$ cat config.mk
export PLATFORM = sky130hd
export DESIGN_NAME = axi_stride_read_initiator
export DESIGN_NICKNAME = d
export VERILOG_FILES = /design/src/rtl/axi_stride_read_initiator.sv
export SDC_FILE = /design/constraint.sdc
export NUM_CORES = 1
export LEC_CHECK = 0
export CORE_ASPECT_RATIO = 1.4
export CORE_MARGIN = 8
export CORE_UTILIZATION = 55
export DETAILED_ROUTE_END_ITERATION = 10
export GPL_ROUTABILITY_DRIVEN = 0
export PLACE_DENSITY = 0.94
export SLEW_MARGIN = 10
export SYNTH_ARGS = -nofsm -noshare
export SYNTH_HDL_FRONTEND = slang
export SYNTH_SLANG_ARGS = --single-unit
$ cat constraint.sdc
create_clock -name clk -period 10.2 [get_ports clk]
set_clock_uncertainty 0.1 [all_clocks]
set_input_delay 2.04 -clock clk [delete_from_list [all_inputs] [get_ports clk]]
set_output_delay 2.04 -clock clk [all_outputs]
set_load 0.01 [all_outputs]
$ cat src/rtl/axi_stride_read_initiator.sv
// Strided AXI read initiator: issues a run of single-ID read bursts at
// base, base+stride, ... and consumes the R beats. It checks R framing per
// burst, folds the returned data into an XOR checksum, and keeps counters
// plus a sticky first-error code.
module axi_stride_read_initiator #(
  parameter int unsigned ADDR_BITS            = 16,
  parameter int unsigned BURST_LEN_WIDTH      = 8,
  parameter int unsigned TID_WIDTH            = 8,
  parameter int unsigned LOG_BLOCK_DATA_BYTES = 0,
  parameter int unsigned LOG_MAX_OUTSTANDING  = 3,
  parameter int unsigned CNT_WIDTH            = 16
) (
  input  logic                                  clk,
  input  logic                                  resetN,
  input  logic                                  start,
  input  logic [ADDR_BITS-1:0]                  cfg_base,
  input  logic [ADDR_BITS-1:0]                  cfg_stride,
  input  logic [CNT_WIDTH-1:0]                  cfg_num_req,
  input  logic [BURST_LEN_WIDTH-1:0]            cfg_len,
  input  logic [TID_WIDTH-1:0]                  cfg_id,
  input  logic [LOG_MAX_OUTSTANDING:0]          cfg_max_outstanding,
  input  logic [CNT_WIDTH-1:0]                  cfg_watchdog,
  output logic                                  m_ar_valid,
  input  logic                                  m_ar_ready,
  output logic [ADDR_BITS-1:0]                  m_ar_addr,
  output logic [BURST_LEN_WIDTH-1:0]            m_ar_len,
  output logic [TID_WIDTH-1:0]                  m_ar_id,
  input  logic                                  m_r_valid,
  output logic                                  m_r_ready,
  input  logic                                  m_r_last,
  input  logic [(8<<LOG_BLOCK_DATA_BYTES)-1:0]  m_r_data,
  input  logic [TID_WIDTH-1:0]                  m_r_id,
  output logic                                  busy,
  output logic                                  done,
  output logic [CNT_WIDTH-1:0]                  issued_cnt,
  output logic [CNT_WIDTH-1:0]                  beats_cnt,
  output logic [(8<<LOG_BLOCK_DATA_BYTES)-1:0]  data_xor,
  output logic [2:0]                            errorCode
);

  localparam int unsigned DataW = 8 << LOG_BLOCK_DATA_BYTES;
  localparam int unsigned OutW  = LOG_MAX_OUTSTANDING + 1;

  localparam logic [OutW-1:0]            OutOne  = {{(OutW-1){1'b0}}, 1'b1};
  localparam logic [OutW-1:0]            OutCeil = {1'b1, {LOG_MAX_OUTSTANDING{1'b0}}};
  localparam logic [CNT_WIDTH-1:0]       CntOne  = {{(CNT_WIDTH-1){1'b0}}, 1'b1};
  localparam logic [BURST_LEN_WIDTH-1:0] LenOne  = {{(BURST_LEN_WIDTH-1){1'b0}}, 1'b1};

  localparam logic [2:0] ErrNone    = 3'd0;
  localparam logic [2:0] ErrId      = 3'd1;
  localparam logic [2:0] ErrEarly   = 3'd2;
  localparam logic [2:0] ErrNoLast  = 3'd3;
  localparam logic [2:0] ErrStray   = 3'd4;
  localparam logic [2:0] ErrTimeout = 3'd5;

  typedef enum logic [1:0] {StIdle, StRun, StDrain} state_e;

  state_e                     state_q, state_d;
  logic [CNT_WIDTH-1:0]       num_req_q, num_req_d;
  logic [BURST_LEN_WIDTH-1:0] len_q, len_d;
  logic [TID_WIDTH-1:0]       id_q, id_d;
  logic [OutW-1:0]            limit_q, limit_d;
  logic [CNT_WIDTH-1:0]       wd_limit_q, wd_limit_d;
  logic [ADDR_BITS-1:0]       stride_q, stride_d;
  logic [ADDR_BITS-1:0]       addr_q, addr_d;
  logic [CNT_WIDTH-1:0]       issued_q, issued_d;
  logic [CNT_WIDTH-1:0]       beats_q, beats_d;
  logic [DataW-1:0]           xor_q, xor_d;
  logic [2:0]                 err_q, err_d;
  logic [OutW-1:0]            outst_q, outst_d;
  logic [BURST_LEN_WIDTH-1:0] beat_idx_q, beat_idx_d;
  logic [CNT_WIDTH-1:0]       wd_cnt_q, wd_cnt_d;
  logic                       ar_pend_q, ar_pend_d;
  logic                       done_q, done_d;

  logic       can_issue;
  logic       ar_valid;
  logic       ar_hs;
  logic       r_hs;
  logic       r_last_dec;
  logic       timeout;
  logic [2:0] r_err;

  // Handshake qualifiers; a pending AR stays valid even once issuing has stopped.
  always_comb begin
    can_issue  = (state_q == StRun) && (issued_q < num_req_q) && (outst_q < limit_q) &&
                 (err_q == ErrNone);
    ar_valid   = ar_pend_q | can_issue;
    ar_hs      = ar_valid & m_ar_ready;
    r_hs       = m_r_valid;
    r_last_dec = r_hs & m_r_last & (outst_q != '0);
    timeout    = (state_q != StIdle) && (wd_limit_q != '0) && (wd_cnt_q == wd_limit_q);
  end

  // Classify each R beat; the first matching check wins.
  always_comb begin
    r_err = ErrNone;
    if (r_hs) begin
      if (outst_q == '0) begin
        r_err = ErrStray;
      end else if (m_r_id != id_q) begin
        r_err = ErrId;
      end else if (m_r_last && (beat_idx_q < len_q)) begin
        r_err = ErrEarly;
      end else if ((beat_idx_q == len_q) && !m_r_last) begin
        r_err = ErrNoLast;
      end
    end
  end

  // Next-state for FSM, counters, checksum and error tracking.
  always_comb begin
    state_d    = state_q;
    num_req_d  = num_req_q;
    len_d      = len_q;
    id_d       = id_q;
    limit_d    = limit_q;
    wd_limit_d = wd_limit_q;
    stride_d   = stride_q;
    addr_d     = addr_q;
    issued_d   = issued_q;
    beats_d    = beats_q;
    xor_d      = xor_q;
    err_d      = err_q;
    outst_d    = outst_q;
    beat_idx_d = beat_idx_q;
    wd_cnt_d   = wd_cnt_q;
    ar_pend_d  = ar_valid & ~m_ar_ready;
    done_d     = 1'b0;

    if (ar_hs) begin
      addr_d = addr_q + stride_q;
      if (issued_q != '1) begin
        issued_d = issued_q + CntOne;
      end
    end

    if (r_hs) begin
      if (beats_q != '1) begin
        beats_d = beats_q + CntOne;
      end
      xor_d      = xor_q ^ m_r_data;
      beat_idx_d = m_r_last ? '0 : beat_idx_q + LenOne;
    end

    unique case ({ar_hs, r_last_dec})
      2'b10:   outst_d = outst_q + OutOne;
      2'b01:   outst_d = outst_q - OutOne;
      default: outst_d = outst_q;
    endcase

    if ((err_q == ErrNone) && (r_err != ErrNone)) begin
      err_d = r_err;
    end

    if (ar_hs || r_hs) begin
      wd_cnt_d = '0;
    end else if ((state_q != StIdle) && (outst_q != '0) && (wd_cnt_q != '1)) begin
      wd_cnt_d = wd_cnt_q + CntOne;
    end

    unique case (state_q)
      StIdle: begin
        if (start) begin
          num_req_d  = cfg_num_req;
          len_d      = cfg_len;
          id_d       = cfg_id;
          wd_limit_d = cfg_watchdog;
          stride_d   = cfg_stride;
          addr_d     = cfg_base;
          // Limit of 0 means 1; anything above the hard ceiling is clipped.
          if (cfg_max_outstanding == '0) begin
            limit_d = OutOne;
          end else if (cfg_max_outstanding > OutCeil) begin
            limit_d = OutCeil;
          end else begin
            limit_d = cfg_max_outstanding;
          end
          issued_d   = '0;
          beats_d    = '0;
          xor_d      = '0;
          err_d      = ErrNone;
          beat_idx_d = '0;
          wd_cnt_d   = '0;
          state_d    = (cfg_num_req == '0) ? StDrain : StRun;
        end
      end
      StRun: begin
        if ((issued_q >= num_req_q) || ((err_q != ErrNone) && !ar_pend_q)) begin
          state_d = StDrain;
        end
      end
      StDrain: begin
        if (outst_q == '0) begin
          state_d = StIdle;
          done_d  = 1'b1;
        end
      end
      default: state_d = StIdle;
    endcase

    // Timeout abandons whatever is in flight.
    if (timeout) begin
      state_d   = StIdle;
      done_d    = 1'b1;
      outst_d   = '0;
      ar_pend_d = 1'b0;
      wd_cnt_d  = '0;
      if (err_q == ErrNone) begin
        err_d = ErrTimeout;
      end
    end
  end

  // State registers with synchronous active-low reset.
  always_ff @(posedge clk) begin
    if (!resetN) begin
      state_q    <= StIdle;
      num_req_q  <= '0;
      len_q      <= '0;
      id_q       <= '0;
      limit_q    <= OutOne;
      wd_limit_q <= '0;
      stride_q   <= '0;
      addr_q     <= '0;
      issued_q   <= '0;
      beats_q    <= '0;
      xor_q      <= '0;
      err_q      <= ErrNone;
      outst_q    <= '0;
      beat_idx_q <= '0;
      wd_cnt_q   <= '0;
      ar_pend_q  <= 1'b0;
      done_q     <= 1'b0;
    end else begin
      state_q    <= state_d;
      num_req_q  <= num_req_d;
      len_q      <= len_d;
      id_q       <= id_d;
      limit_q    <= limit_d;
      wd_limit_q <= wd_limit_d;
      stride_q   <= stride_d;
      addr_q     <= addr_d;
      issued_q   <= issued_d;
      beats_q    <= beats_d;
      xor_q      <= xor_d;
      err_q      <= err_d;
      outst_q    <= outst_d;
      beat_idx_q <= beat_idx_d;
      wd_cnt_q   <= wd_cnt_d;
      ar_pend_q  <= ar_pend_d;
      done_q     <= done_d;
    end
  end

  // Output mapping.
  always_comb begin
    m_ar_valid = ar_valid;
    m_ar_addr  = addr_q;
    m_ar_len   = len_q;
    m_ar_id    = id_q;
    m_r_ready  = 1'b1;
    busy       = (state_q != StIdle);
    done       = done_q;
    issued_cnt = issued_q;
    beats_cnt  = beats_q;
    data_xor   = xor_q;
    errorCode  = err_q;
  end

endmodule

### Word level (Yosys, flattened, before mapping)

Index checks and enable logic that the tools add are counted.

| operators by class | value |
|---|---|
| reduce and logical (&&, ||, !) cells | 29 |
| order comparisons | 5 |
| bitwise logic cells | 8 |
| muxes and demuxes | 43 |
| eq/ne operators | 13 |
| $add $sub $neg | 7 |

Operators with widths:

| cell | number |
|---|---|
| 16-bit two-way mux | 15 |
| 8-bit two-way mux | 7 |
| 16-bit by 1-bit adder with 16-bit output, second input constant | 3 |
| 16-bit inequality test, second input constant | 3 |
| 3-bit two-way mux | 7 |
| 16-bit adder | 1 |
| 16-bit == test | 1 |
| 16-bit >= comparator | 1 |
| 16-bit zero test | 1 |
| 16-bit < comparator | 1 |
| 16-bit nonzero test | 1 |
| 2-bit two-way mux | 7 |
| 1-bit logical AND | 11 |
| 8-bit by 1-bit adder with 8-bit output, second input constant | 1 |
| 8-bit == test | 1 |
| 4-bit zero test | 2 |
| 8-bit < comparator | 1 |
| 4-bit two-way mux | 2 |
| 8-bit inequality test | 1 |
| 4-bit case mux with 2 select lines | 1 |
| 8-bit XOR | 1 |
| 2-bit case mux with 3 select lines | 1 |
| 3-bit nonzero test | 2 |
| 4-bit by 1-bit adder with 4-bit output, second input constant | 1 |
| other kinds (20) | 32 |

| word-level totals | value |
|---|---|
| input port bits | 106 |
| bits in registers | 159 |
| logic and storage cells | 122 |
| output and inout port bits | 79 |

### Depth between registers and ports, before layout

| logic depth | value |
|---|---|
| depth in word-level cells | 14 |
| mapped depth | 17 |
| gate-level depth less buffers | 15 |

### Least setup slack after synthesis

Ideal clock, no wire load.

| path | value |
|---|---|
| kind | input to register |
| from | input port m_r_valid |
| to | register outst_q[3] |
| path slack | 6399 ps |
| stages | 10 |
| data required time | 10030 ps |
| arrival | 3631 ps |
| path through | clkbuf_1 -> nand2_1 -> nor2_1 -> ha_1 -> nor4bb_1 -> a21oi_1 -> nor2_1 -> a21oi_1 -> or3_1 -> a21oi_1 |

| on the way | value |
|---|---|
| word-level cells in the longest chain between the ends | 4 |

RTL lines:

| what | line | source |
|---|---|---|
| start, declared | 28 | `input logic m_r_valid,` |
| 1-bit AND * (2 in a row) | 91 | `r_last_dec = r_hs & m_r_last & (outst_q != '0);` |
| 2-bit by 1-bit == test with 1-bit output or 2-bit == test (tied branches) | 146 | `unique case ({ar_hs, r_last_dec})` |
| 4-bit case mux with 2 select lines or 2-bit nonzero test (tied branches) | - |  |
| end signal, assigned | 248 | `outst_q <= outst_d;` |
| end, declared | 70 | `logic [OutW-1:0] outst_q, outst_d;` |

Mark *: on every way between the ends. The rest lies on a longest branch, timed or not.
A chain may end at the register's enable or synchronous reset.

### Worst setup path in the final report

| path | value |
|---|---|
| from | register issued_q[15], in the netlist issued_cnt[15] |
| to | output port m_ar_valid |

| on the way | value |
|---|---|
| word-level cells in the longest chain between the ends | 5 |

RTL lines:

| what | line | source |
|---|---|---|
| start, declared | 66 | `logic [CNT_WIDTH-1:0] issued_q, issued_d;` |
| start signal, assigned | 244 | `issued_q <= issued_d;` |
| 16-bit < comparator | 86 | `can_issue = (state_q == StRun) && (issued_q < num_req_q) && (outst_q < limit_q) &&` |
| 1-bit logical AND (3 in a row) | 86 |  |
| 1-bit OR | 88 | `ar_valid = ar_pend_q \| can_issue;` |
| end, declared | 23 | `output logic m_ar_valid,` |

No other way between the ends.

==> impl_metrics.tcl <==
set metrics [dict create \
    grt_pass1_wl_microns 36800 \
    root_buffer "clkbuf_16" \
    h-tree-depth 4 \
    ff2ff_setup_slack_ps 6330 \
    post_cts_resized 0 \
    power_density_nw_per_um2 170 \
    synthTopCellsByArea "dfxtp_1, nand2_1, ha_1" \
    fin_total_pwr_mw 1.84 \
    vias 7764 \
    path_cells "ha_1, nand4_1, nor4_1, o21ai_1, a41oi_2, inv_1, clkdlybuf4s50_1" \
    cts_tree "built" \
    synth_async_sr_flop_share 0 \
    setup_violations 0 \
    netlist_instances 1007 \
    cp-start-kind "flip-flop" \
    period_minus_slack_ps 5040 \
    relSlewSlack 0.334 \
    final_area_sq_um 10800 \
    path_class "reg2out" \
    ys.flop_type "dfxtp_1" \
    hold_ws_ps 362 \
    syn_nets 1163 \
    hold_class "reg2reg" \
    cp_top_family "simple AND/OR/NAND/NOR gates" \
    slowest_stage "clkdlybuf4s50_1" \
    synth_area_sq_um 8300 \
    post_dp_cell_area_sq_um 10200 \
    cp_data_arrival_time_ps 2900 \
    drive_gt1_frac 0.0448 \
    cp-endpoint "m_ar_valid" \
    grt_usage 0.229 \
    final_cell_mix "nand2_1, clkdlybuf4s50_1, dfxtp_1" \
    netlist.area_leader.share 0.383 \
    synth_top_area_cell "dfxtp_1" \
    critPathLaunch "issued_cnt[15]" \
    cts_buffer_depth 2 \
    r2r_cells 13 \
    wire_per_inst_microns 16.1 \
    postCtsSetupRepairBufs 0 \
    end_kind "output port" \
    drt_iter0_markers 433 \
    wirelength_microns 22200 \
    grt_overflow 0 \
    post-route-period-util 0.494 \
    hold_violations 0 \
    drtAntennaViolNets 0 \
    drc 0 \
    worst_pin_slew_ps 999 \
    core.rowCount 53 \
    worstPathMaxFanout 7 \
    cts_hold_buf 0 \
    initial_utilization 0.556 \
    antenna_found_initial 1 \
    path_buf_inv 2 \
    yosysSeqAreaShare 0.383 \
    coreArea_sq_um 14900 \
    critPathMaxStageDelay_ps 500 \
    avgSynthCellArea_sq_um 8.25 \
    grt_pass1_vias 7916 \
    cp.required_ps 8060 \
    path_depth 7 \
    layout_commonest_cell "nand2_1" \
    dp_hpwl_microns 16400 \
    peakVddDrop_uv 96.3 \
    cts_buffers 17 \
    outcome "complete, no violations" \
    io_pins 185 \
    vias_per_cell 5.64 \
    slew_viol_final 0 \
    rsz0062_at_grt "no" \
    die_area_sq_um 19300 \
    io_buffers 183 \
    drt_pass1_iterations 5 \
    setup_tns_ps 0 \
    grt_max_degree 100 \
    fp.dieH_microns 161 \
    yosys_warnings 0 \
    synth_edf_count 0 \
    clk_latency_ps 420 \
    cts.sinks 159 \
    die_x_microns 120 \
    layout.nets 1327 \
    area_growth_syn_to_layout_pct 30.0 \
    maxCapViolations 0 \
    path_clk_slew_ps 60 \
    synth_cell_types 62 \
    power_leakage_nw 4.13 \
    yosys_register_bits 159 \
    r2r_end "outst_q[3]" \
    reg2reg_from "issued_cnt[15]" \
    fmax_ghz 0.198 \
]
[report_power, final]
part,total [mW],internal (mW),switching (mW)
clock network,0.612,0.346,0.266
registers,0.729,0.680,0.0497
logic,0.495,0.226,0.269
total,1.84,1.25,0.585
[cell type report]
cell class / instances / area [sq um]
Multi-Input combinational cell: 766 / 4790
Fill cell: 1087 / 4130
Sequential cell: 159 / 3180
Timing Repair Buffer: 188 / 1860
Clock buffer: 18 / 439
Tap cell: 192 / 240
Inverter: 39 / 146
Clock inverter: 14 / 129
Antenna cell: 1 / 2.50
[cells in the mapped netlist (all sizes together), types with 3 or more instances]
master and count:
o211ai 8, nor4 16, a41oi 5, nor2 95, clkbuf 34, xnor2 42
nor2b 5, o211a 9, nor3 22, buf 9, nand3b 3, and4 3
o21a 4, a211oi 6, ha 49, nand4 25, nand2b 7, nand3 24
a21oi 44, o21ai 29, a21o 6, a21boi 67, nand2 193, or3 10
inv 39, mux2i 8, and3 10, dfxtp 159, a31oi 6, xor2 45
[worst min-delay path by stage]
| stage | start | to | cells past startpoint |
|---|---|---|---|
| after CTS | limit_q[2] | limit_q[2] | 2 |
| after global routing | num_req_q[15] | num_req_q[15] | 2 |
| final | limit_q[2] | limit_q[2] | 2 |
| after global placement | limit_q[2] | limit_q[2] | 2 |
| after floorplan | limit_q[1] | limit_q[1] | 2 |
| after detailed placement | limit_q[2] | limit_q[2] | 2 |
[through the flow]
stage               cells  worst slack, ps   util
detailed placement   1344             5490  0.685
floorplan            1007             6400      -
finish               1377             5160  0.723
global route         1377             4940  0.723
global placement     1344             5600  0.685
CTS                  1376             5140  0.723
[sequential cells by signal (all words and copies together), names as in the netlist, 8 cells and up]
signal	flops
m_ar_id	8
wd_cnt_q	16
data_xor	8
num_req_q	16
beat_idx_q	8
issued_cnt	16
m_ar_addr	16
beats_cnt	16
m_ar_len	8
stride_q	16
wd_limit_q	16
[worst reg2reg max path: stages (launching register included)]
cell      delay [ps]
dfxtp_1          380
ha_1             330
nand4_1          210
nor4_1           480
o21ai_1          160
a41oi_2          320
nand2b_4         480
ha_1             380
nor4bb_1         300
a21oi_1           80
nor2_1           100
a21oi_1           60
or3_1            310
a21oi_1          140
[cell families after synthesis]
| group | after synthesis | share of synthesized area |
|---|---|---|
| buffers and inverters | 82 | 0.0410 |
| flip-flops | 159 | 0.383 |
| other | 1 | 0.000452 |
| multiplexers | 8 | 0.00964 |
| AND/OR/NAND/NOR | 425 | 0.236 |
| AO/OA/AOI/OAI | 195 | 0.162 |
| adder cells (fa/ha/maj) | 50 | 0.0763 |
| XOR/XNOR | 87 | 0.0918 |
[layer usage]
layer,vias up,wire [microns],share of wire,GRT usage
met3,74,1150,0.052,0.0458
met5,-,0,0,0
li1,3807,-,-,-
met2,285,11600,0.52,0.423
met4,0,867,0.039,0.119
met1,3598,8610,0.39,0.237
No activity file was read; power rests on OpenSTA's default activity.
